[src/rtl/regwrite_track_queue.sv]
// Register-write intent queue: DEPTH-stage valid/rd shift register with stall, flush of the KILL
// youngest stages and a pending-write count; define REGWQ_HAZARD_EN to build the read-port hazard comparators.
module regwrite_track_queue #(
  parameter int DEPTH    = 4,
  parameter int AW       = 5,
  parameter int KILL     = 2,
  parameter int ZERO_REG = 31
) (
  input  logic                       clk,
  input  logic                       reset,
  input  logic                       RegWrt,
  input  logic [AW-1:0]              Rd,
  input  logic                       stall,
  input  logic                       flush,
  input  logic [AW-1:0]              RnA,
  input  logic [AW-1:0]              RnB,
  output logic                       RegWrtO,
  output logic [AW-1:0]              RdO,
  output logic                       hazA,
  output logic                       hazB,
  output logic [$clog2(DEPTH)-1:0]   hazStageA,
  output logic [$clog2(DEPTH)-1:0]   hazStageB,
  output logic [$clog2(DEPTH+1)-1:0] pending
);

  localparam int SW = $clog2(DEPTH);
  localparam int PW = $clog2(DEPTH + 1);

  logic [DEPTH-1:0] v_q, v_d;
  logic [AW-1:0]    rd_q [DEPTH];
  logic [AW-1:0]    rd_d [DEPTH];

  // Flush overrides stall: the queue still advances, only the valid bits of young stages are cleared.
  always_comb begin
    v_d = v_q;
    for (int i = 0; i < DEPTH; i++) rd_d[i] = rd_q[i];
    if (flush || !stall) begin
      v_d[0]  = RegWrt & ~flush;
      rd_d[0] = Rd;
      for (int i = 1; i < DEPTH; i++) begin
        v_d[i]  = v_q[i-1] & ~(flush && (i < KILL));
        rd_d[i] = rd_q[i-1];
      end
    end
  end

  always_ff @(posedge clk or negedge reset) begin
    if (!reset) begin
      v_q <= '0;
      for (int i = 0; i < DEPTH; i++) rd_q[i] <= '0;
    end else begin
      v_q <= v_d;
      for (int i = 0; i < DEPTH; i++) rd_q[i] <= rd_d[i];
    end
  end

  assign RegWrtO = v_q[DEPTH-1];
  assign RdO     = rd_q[DEPTH-1];

  logic [PW-1:0] cnt;
  always_comb begin
    cnt = '0;
    for (int i = 0; i < DEPTH; i++) cnt = cnt + PW'(v_q[i]);
  end
  assign pending = cnt;

`ifdef REGWQ_HAZARD_EN
  // Scan oldest to youngest so the youngest match wins the stage index.
  always_comb begin
    hazA      = 1'b0;
    hazB      = 1'b0;
    hazStageA = '0;
    hazStageB = '0;
    for (int i = DEPTH - 1; i >= 0; i--) begin
      if (v_q[i] && (rd_q[i] == RnA) && (RnA != AW'(ZERO_REG))) begin
        hazA      = 1'b1;
        hazStageA = SW'(i);
      end
      if (v_q[i] && (rd_q[i] == RnB) && (RnB != AW'(ZERO_REG))) begin
        hazB      = 1'b1;
        hazStageB = SW'(i);
      end
    end
  end
`else
  logic unused_rn;
  assign unused_rn = ^{RnA, RnB};
  assign hazA      = 1'b0;
  assign hazB      = 1'b0;
  assign hazStageA = '0;
  assign hazStageB = '0;
`endif

endmodule

[config.mk]
export PLATFORM = sky130hd
export DESIGN_NAME = regwrite_track_queue
export DESIGN_NICKNAME = d
export VERILOG_FILES = /design/src/rtl/regwrite_track_queue.sv
export SDC_FILE = /design/constraint.sdc
export NUM_CORES = 1
export LEC_CHECK = 0
export BUFFER_PORTS_ARGS = -buffer_cell sky130_fd_sc_hd__buf_2
export CAP_MARGIN = 30
export CORE_UTILIZATION = 38
export DETAILED_ROUTE_END_ITERATION = 12
export PLACE_DENSITY_LB_ADDON = 0.3
export RECOVER_POWER = 25
export SYNTH_ARGS = -nofsm -noshare
export SYNTH_HDL_FRONTEND = slang
export SYNTH_SLANG_ARGS = --single-unit
[constraint.sdc]
create_clock -name clk -period 2.35 [get_ports clk]
set_clock_uncertainty 0.2 [all_clocks]
set_input_delay 0.47 -clock clk [delete_from_list [all_inputs] [get_ports clk]]
set_output_delay 0.47 -clock clk [all_outputs]
set_load 0.05 [all_outputs]
==> results_dict.tcl <==
set metrics [dict create \
    synth-edff-count 0 \
    rsz0062_at_grt "true" \
    fin_crit_ns 2.55 \
    h-tree-depth 1 \
    ys_types 12 \
    antenna_left 0 \
    grt_pass1_wl_um 2610 \
    wl_um 1490 \
    synth_top_cell_by_area "dfrtp_1" \
    die_w_um 56.6 \
    fmax_mhz 392 \
    synth_top_area_share_pct 53.0 \
    yosysSeqAreaShare_pct 53.0 \
    min_path_cells 2 \
    crit_path_start "v_q[1]$_DFFE_PN0P_" \
    overflow 0 \
    hp-start "flush" \
    die-area_um2 3200 \
    grt_antenna_before_repair 0 \
    ios 35 \
    r2r_start "v_q[1]$_DFFE_PN0P_" \
    worstSetupStartpointType "register" \
    r2r_end "v_q[2]$_DFFE_PN0P_" \
    tns_ns -0.355 \
    cts_tree "done" \
    vias_per_cell 4.47 \
    drt-initial-drc-count 6 \
    hold_path_class "in -> reg" \
    worstMarginPinSlew_ns 1.22 \
    whs_ns 0.130 \
    synth_flop_cell "dfrtp_1" \
    fin_crit_sh_pct 109 \
    place_area_um2 1210 \
    critPathRequiredTime_ns 1.68 \
    holdPathEnd "v_q[1]$_DFFE_PN0P_" \
    gp_congestion 0.686 \
    cts_buffers 3 \
    r2r_cells 2 \
    total_power_mw 1.03 \
    synth_warnings 0 \
    synth.most_common_cell "dfrtp_1" \
    finalMaxSlewViolations 0 \
    cp_data_arrival_time_ns 1.88 \
    regToRegSetupSlack_ns 1.25 \
    drc 0 \
    grt_pass1_vias 563 \
    ir_drop_v 0.000476 \
    crit_path_end_kind "output pin" \
    drt_first_pass_iters 2 \
    drive_above_1_share_pct 57.1 \
    grt_usage_pct 10.3 \
    clockBufferDepth 2 \
    clk_latency_ns 0.31 \
    violations "setup timing" \
    ys_async_sr_fraction_pct 100 \
    total_leakage_power_nw 0.681 \
    fin_area_um2 1320 \
    max_slew_margin_pct 18.9 \
    setup_slack_ns -0.204 \
    maxCapViolations 0 \
    synthTopCellsByCount "24 x dfrtp_1, 20 x mux2_4, 11 x buf_4" \
    area_delta_synth_final_pct 16.7 \
    crit_fanout 2 \
    path_clk_slew_ns 0.13 \
    nets 115 \
    postLayoutCoreUtil_pct 47.5 \
    syn_inst 73 \
    synth-seq-cells 24 \
    grt_max_degree 25 \
    outcome "finished, violations left" \
    synth.avg_cell_area_um2 15.5 \
    antennaDiodeCount 0 \
    power.density_nw_per_um2 779 \
    synthTopCellsByArea "dfrtp_1 53%, mux2_4 27%, buf_4 7.3%" \
    numClockSinks 24 \
    syn-cell-area_um2 1130 \
    via_count 545 \
    fp-row-count 19 \
    chipHeight_um 56.6 \
    crit_type "reg -> out" \
    hpwl_um 1020 \
    root_buffer "clkbuf_4" \
    wl_per_cell_um 12.2 \
    portBuffers 18 \
    finalSetupViolations 3 \
    core_area_um2 2780 \
    hold_viol 0 \
    initial_core_util_pct 40.7 \
]
==> logic make-up (layout without fill, tap and decap cells) <==
family,count (synthesis),after routing,share of synthesized area (%)
simple gates,3,3,1.44
mux,24,24,30.3
fa+ha+maj,3,3,3.98
buf+inv,18,31,10.9
other cells,1,6,0.331
flops,24,24,53.0
==> worst max-delay path by stage <==
stage / to / slack [ns] / cells past startpoint
2_1_floorplan: pending[1] / 0.02 / 5
3_3_place_gp: pending[1] / 0.05 / 6
3_5_place_dp: pending[1] / 0.03 / 6
4_1_cts: pending[1] / -0.21 / 6
5_1_grt: pending[1] / -0.25 / 6
6_report: pending[1] / -0.20 / 6
==> cell type report <==
type | count | area (µm²)
clock buffer | 3 | 22.5
clock inverter | 1 | 30.0
fill | 256 | 1460
inverter | 5 | 18.8
multi-input combinational | 36 | 449
sequential | 24 | 602
tap | 31 | 38.8
timing repair buffer | 22 | 160
==> routing by layer <==
metal	GRT usage, %	part of all wire, %	vias to the layer above
li1	-	-	258
met1	14.8	49	275
met2	16.0	47	12
met3	2.30	3.8	0
met4	2.09	0	0
met5	0	0	-
==> what timing repair did <==
item	in CTS	in global routing
buffers inserted	2	0
gates resized for setup	11	0
setup endpoints to repair	3	3
pin swaps	1	0
endpoints found under the hold margin	24	0
hold buffers	1	0
==> worst max-delay path: stages (launching register included) <==
cell,delay [ns]
dfrtp_1,0.39
inv_2,0.05
fa_1,0.55
inv_2,0.05
ha_4,0.15
ha_4,0.26
buf_8,0.13
==> registers in the layout, summed over array words and instances, names as in the netlist <==
signal,flops
rd_q,15
RdO,5
v_q,4
==> metrics by stage <==
| step | instances | setup slack, ns |
|---|---|---|
| 6_report | 122 | -0.204 |
| 3_5_place_dp | 115 | 0.0268 |
| 4_1_cts | 122 | -0.206 |
| 3_3_place_gp | 115 | 0.0542 |
| 2_1_floorplan | 78 | 0.0186 |
| 5_1_grt | 122 | -0.255 |
==> layout by cell type, fill, tap and decap left out <==
cell and count:
bufinv_16 1, fa_1 1, clkbuf_4 4, inv_2 3, inv_1 2, buf_6 1, nand2b_1 1, nor2_1 2
buf_4 1, buf_2 14, dlygate4sd3_1 1, mux2_2 2, buf_8 2, conb_1 6, buf_12 1, mux2i_1 2
dfrtp_1 23, ha_4 2, clkbuf_1 1, mux2_4 20, dfrtp_2 1
==> power breakdown <==
part           leakage, nW  internal [mW]  switching (mW)  total (mW)
registers            0.287          0.462          0.0275       0.489
clock network       0.0279          0.172           0.120       0.292
logic                0.367          0.107           0.142       0.248
total                0.681          0.741           0.289        1.03
(Power assumes the default switching activity.)
